[src/rtl/pkt_tx_scheduler.sv]
// Packet scheduler between the byte FIFO read side and the UART transmitter.
// Frames each packet as SOF, LEN, payload bytes, CHK (XOR of LEN and payload).
module pkt_tx_scheduler #(
    parameter int          PTR_WIDTH   = 4,
    parameter int          MAX_PAYLOAD = 8,
    parameter int          TIMEOUT     = 64,
    parameter logic [7:0]  SOF_BYTE    = 8'hA5
) (
    input  logic                 clk,
    input  logic                 rst_n,
    input  logic                 fifo_wr_en,
    input  logic                 fifo_full,
    input  logic                 fifo_empty,
    input  logic [7:0]           fifo_dout,
    input  logic                 fifo_dout_valid,
    output logic                 fifo_rd_en,
    output logic [7:0]           tx_data,
    output logic                 tx_valid,
    input  logic                 tx_ready,
    output logic                 pkt_busy,
    output logic                 pkt_done,
    output logic [PTR_WIDTH:0]   occupancy
);

    localparam int OCC_W = PTR_WIDTH + 1;
    localparam int TMR_W = $clog2(TIMEOUT + 1);
    localparam logic [OCC_W-1:0] DEPTH = OCC_W'(1 << PTR_WIDTH);
    localparam logic [OCC_W-1:0] MAX_P = OCC_W'(MAX_PAYLOAD);
    localparam logic [TMR_W-1:0] TMO   = TMR_W'(TIMEOUT);

    typedef enum logic [2:0] {
        S_IDLE, S_SOF, S_LEN, S_RD, S_WAIT, S_PAY, S_CHK
    } state_t;

    state_t             state, state_next;
    logic [OCC_W-1:0]   occ;
    logic [OCC_W-1:0]   len;
    logic [OCC_W-1:0]   remaining;
    logic [OCC_W-1:0]   pkt_len;
    logic [TMR_W-1:0]   timer;
    logic [7:0]         chk;
    logic [7:0]         pay_byte;
    logic               push_acc;
    logic               pop_acc;
    logic               trigger;

    assign occupancy = occ;
    assign push_acc  = fifo_wr_en && !fifo_full;
    assign pop_acc   = fifo_rd_en && !fifo_empty;
    assign trigger   = (occ >= MAX_P) || ((occ != '0) && (timer == TMO));
    assign pkt_len   = (occ >= MAX_P) ? MAX_P : occ;

    // tx_valid/tx_data are decoded from state alone, so they cannot change
    // while a byte is waiting for tx_ready.
    always_comb begin
        state_next = state;
        fifo_rd_en = 1'b0;
        tx_valid   = 1'b0;
        tx_data    = '0;
        pkt_done   = 1'b0;
        pkt_busy   = (state != S_IDLE);
        case (state)
            S_IDLE: begin
                if (trigger) state_next = S_SOF;
            end
            S_SOF: begin
                tx_valid = 1'b1;
                tx_data  = SOF_BYTE;
                if (tx_ready) state_next = S_LEN;
            end
            S_LEN: begin
                tx_valid = 1'b1;
                tx_data  = 8'(len);
                if (tx_ready) state_next = S_RD;
            end
            S_RD: begin
                fifo_rd_en = !fifo_empty;
                state_next = S_WAIT;
            end
            S_WAIT: begin
                if (fifo_dout_valid) state_next = S_PAY;
            end
            S_PAY: begin
                tx_valid = 1'b1;
                tx_data  = pay_byte;
                if (tx_ready) state_next = (remaining != '0) ? S_RD : S_CHK;
            end
            S_CHK: begin
                tx_valid = 1'b1;
                tx_data  = chk;
                if (tx_ready) begin
                    pkt_done   = 1'b1;
                    state_next = S_IDLE;
                end
            end
            default: state_next = S_IDLE;
        endcase
    end

    always_ff @(posedge clk) begin
        if (!rst_n) begin
            state     <= S_IDLE;
            occ       <= '0;
            timer     <= '0;
            len       <= '0;
            remaining <= '0;
            chk       <= '0;
            pay_byte  <= '0;
        end else begin
            state <= state_next;

            if (push_acc && !pop_acc && occ != DEPTH)
                occ <= occ + OCC_W'(1);
            else if (pop_acc && !push_acc && occ != '0)
                occ <= occ - OCC_W'(1);

            if (push_acc || occ == '0)
                timer <= '0;
            else if (state == S_IDLE && timer != TMO)
                timer <= timer + TMR_W'(1);

            // len is frozen at trigger; later pushes wait for the next packet.
            case (state)
                S_IDLE: begin
                    if (trigger) begin
                        len <= pkt_len;
                        chk <= 8'(pkt_len);
                    end
                end
                S_LEN: begin
                    if (tx_ready) remaining <= len;
                end
                S_WAIT: begin
                    if (fifo_dout_valid) begin
                        pay_byte  <= fifo_dout;
                        chk       <= chk ^ fifo_dout;
                        remaining <= remaining - OCC_W'(1);
                    end
                end
                default: ;
            endcase
        end
    end

endmodule

[config.mk]
export PLATFORM = sky130hd
export DESIGN_NAME = pkt_tx_scheduler
export DESIGN_NICKNAME = d
export VERILOG_FILES = /design/src/rtl/pkt_tx_scheduler.sv
export SDC_FILE = /design/constraint.sdc
export NUM_CORES = 1
export LEC_CHECK = 0
export CORE_MARGIN = 2
export CORE_UTILIZATION = 57
export DETAILED_ROUTE_END_ITERATION = 10
export DONT_BUFFER_PORTS = 1
export PLACE_DENSITY = 0.75
export SETUP_SLACK_MARGIN = 0.4
export SYNTH_ARGS = -nofsm -noshare
export SYNTH_HDL_FRONTEND = slang
export SYNTH_SLANG_ARGS = --single-unit
[constraint.sdc]
create_clock -name clk -period 2.4 [get_ports clk]
set_clock_uncertainty 0.15 [all_clocks]
set_input_delay 0.48 -clock clk [delete_from_list [all_inputs] [get_ports clk]]
set_output_delay 0.48 -clock clk [all_outputs]
set_load 0.01 [all_outputs]
==> flow_summary_export.csv <==
group,metric,value,unit
cells_and_area,fillers,256,
detailed_routing,initialDrtViolationCount,264,
logic_synthesis,synthTopCellsByCount,"41 x dfxtp_1, 32 x nand2_1, 28 x a21oi_1, 28 x nor2_1, 13 x inv_1",
clock_network,numCtsBuffers,5,
logic_synthesis,async_reset_ff_share,0,%
worst_setup_path,startpoint_type,"flip-flop",
grt,antenna_found_initial,0,
floorplanning,die_area,4670,um2
logic_synthesis,synth_edf_count,0,
worst_hold_path,holdPathStages,2,
sta,worst_pin_slew,727,ps
power_and_ir_drop,ir_drop,0.491,mV
sta,hold_viol_final,0,
power_and_ir_drop,power_leakage,0.00114,uW
sta,max_slew_margin,50.8,%
logic_synthesis,yosysTopAreaCell,"dfxtp_1",
sta,setup_ws,108,ps
grt,grt_use_total,27.6,%
worst_setup_path,cp_max_fo,4,
worst_hold_path,hp-class,"in -> reg",
floorplanning,die_w,68.3,um
worst_setup_path,end_kind,"flip-flop",
cells_and_area,drive_gt1_share,31.1,%
clock_network,postCtsHoldBufs,0,
detailed_routing,drc,0,
place,place_hpwl,4.01,mm
detailed_routing,antenna_left,0,
cells_and_area,final_util,76.4,%
clock_network,h-tree-depth,2,
worst_setup_path,r2r_cells,7,
detailed_routing,dr_total_vias,2413,
logic_synthesis,synth.most_common_cell,"dfxtp_1",
place,gp_congestion,0.872,
logic_synthesis,synthCells,291,
worst_setup_path,reg2reg_slack,110,ps
logic_synthesis,yosys_register_bits,41,
power_and_ir_drop,p_int,1670,uW
power_and_ir_drop,seqPwrFrac,29.4,%
sta,drv_slew,0,
clock_network,cts_sinks,41,
sta,fmax,436,MHz
worst_setup_path,crit_arrival,2320,ps
worst_hold_path,min_to,"pay_byte[1]$_SDFFE_PN0P_",
worst_setup_path,crit_start,"state[1]$_SDFFE_PN0P_",
cells_and_area,design_area,3050,um2
detailed_routing,wl,6.96,mm
floorplanning,num_rows,23,
logic_synthesis,ys.flop_type,"dfxtp_1",
logic_synthesis,syn_area,2360,um2
power_and_ir_drop,p_switching,1120,uW
place,io_buffers,0,
floorplanning,ioPinCount,32,
worst_setup_path,r2r-end,"occupancy[4]$_SDFFE_PN0P_",
clock_network,cts_tree,"built",
floorplanning,die_h,68.3,um
logic_synthesis,synth_warnings,0,
logic_synthesis,yosysUniqueCellTypes,62,
cells_and_area,final_nets,347,
sta,period_needed,2290,ps
sta,rsz0062_at_grt,"true",
logic_synthesis,synth_area_leaders,"dfxtp_1 35%, a21oi_1 5.9%, nand2_1 5.1%",
detailed_routing,drt-wirelength-per-cell,18.6,um
power_and_ir_drop,pwr-share-clk,17.8,%
floorplanning,coreArea,4000,um2
grt,grt_pass1_vias,2051,
grt,grt_max_degree,23,
logic_synthesis,avgSynthCellArea,8.10,um2
power_and_ir_drop,finalPower,2790,uW
clock_network,cts-root-buf,"clkbuf_8",
cells_and_area,syn2layout_area_growth,29.5,%
sta,setup_viol_count_final,0,
power_and_ir_drop,power_density,914,nW/um2
logic_synthesis,synth.top_cell.area_share,34.8,%
clock_network,clk_latency,290,ps
cells_and_area,diodes,0,
flow_run,drv_cap,0,
detailed_routing,dr.pass1.iters,5,
power_and_ir_drop,swShare,40.2,%
worst_setup_path,worst-endpoint-required,2430,ps
clock_network,cts_max_path_buffers,2,
place,place_ws,-147,ps
sta,period_share,95.5,%
worst_setup_path,crit_type,"reg -> reg",
grt,grt_pass1_wl,9.83,mm
floorplanning,initial_core_util,59.0,%
place,place_area,2560,um2
logic_synthesis,synth_nets,314,
worst_hold_path,worstHoldStart,"fifo_dout[1]",
run_status,status,"completed",
detailed_routing,viasPerCell,6.43,
power_and_ir_drop,p_comb_share,52.8,%
logic_synthesis,ys_seq_area_share,34.8,%
clock_network,cts.clk_slew.worst_paths,80,ps
worst_setup_path,r2r-start,"state[1]$_SDFFE_PN0P_",
grt,grt_remaining_overflow,0,
==> kinds of logic after synthesis <==
family                     share of synthesized area (%)
and+or+nand+nor                                     21.6
AOI/OAI and AO/OA                                   27.0
DFF                                                 34.8
buffers and inverters                               5.94
xor gates and xnor gates                            4.46
adders and majority gates                           4.99
muxes                                               1.27
==> power groups by stage <==
stage | sequential, uW | combinational, uW | clock [uW]
final | 820 | 1470 | 497
after global routing | 828 | 1560 | 529
after CTS | 812 | 1160 | 497
after detailed placement | 825 | 1040 | 0
after global placement | 824 | 1030 | 0
after floorplan | 831 | 755 | 0
==> how the worst max path moves through the flow <==
stage / end / slack (ps) / cells past startpoint
3_3_place_gp: occupancy[4]$_SDFFE_PN0P_ / -60 / 7
3_5_place_dp: occupancy[4]$_SDFFE_PN0P_ / -150 / 7
4_1_cts: occupancy[4]$_SDFFE_PN0P_ / 100 / 7
5_1_grt: occupancy[4]$_SDFFE_PN0P_ / 40 / 7
6_report: occupancy[4]$_SDFFE_PN0P_ / 110 / 7
2_1_floorplan: occupancy[4]$_SDFFE_PN0P_ / -60 / 7
==> flip-flops by register name (all words and copies together) (netlist names) <==
| name | flops |
|---|---|
| chk | 8 |
| pay_byte | 8 |
| timer | 7 |
| remaining | 5 |
| occupancy | 5 |
| state | 3 |
| len | 5 |
==> layer usage <==
metal | share of wire [%] | GRT usage [%] | vias to the layer above
met5 | 0 | 0 | -
li1 | - | - | 1121
met3 | 9.2 | 5.26 | 19
met4 | 1.8 | 6.50 | 0
met1 | 41 | 38.5 | 1129
met2 | 48 | 43.8 | 144
==> area by class of cell <==
cell class / count / area, um2 / area share, %
multi-input combinational: 216 / 1590 / 52.1
tap: 50 / 62.6 / 2.05
inverter: 18 / 68.8 / 2.25
clock inverter: 1 / 5.00 / 0.164
timing repair buffer: 42 / 402 / 13.2
clock buffer: 7 / 96.3 / 3.15
sequential: 41 / 828 / 27.1
==> stage by stage <==
step / instances / setup TNS (ps) / hold WS (ps)
detailed placement: 349 / -147 / 295
global route: 375 / 0 / 167
floorplan: 291 / -62.6 / 272
CTS: 367 / 0 / 165
finish: 375 / 0 / 169
global placement: 349 / -56.7 / 287
==> layout by cell type, fill, tap and decap left out, drive strengths merged, types with 5 or more instances in the layout <==
cell type	synthesis	final
ha	7	7
nor2	28	28
clkbuf	9	9
xnor2	6	6
inv	15	15
o211ai	5	5
dfxtp	41	41
o21ai	21	21
a21oi	28	28
a2111oi	5	5
nand2	32	32
xor2	6	6
buf	8	40
nor3	5	5
==> repair_timing <==
action | in CTS | in global routing
pin swaps | 12 | 13
resized for setup | 17 | 39
setup endpoints to repair | 25 | 34
buffers inserted | 9 | 6
cloned | 1 | 2
==> worst max-delay path: stages, from the launching register on <==
cell,delay (ps)
dfxtp_2,320
and4bb_2,250
a211o_4,300
fa_2,380
a21oi_4,180
o21ai_2,90
and4_1,180
a2111oi_2,320
(Power assumes the default switching activity.)
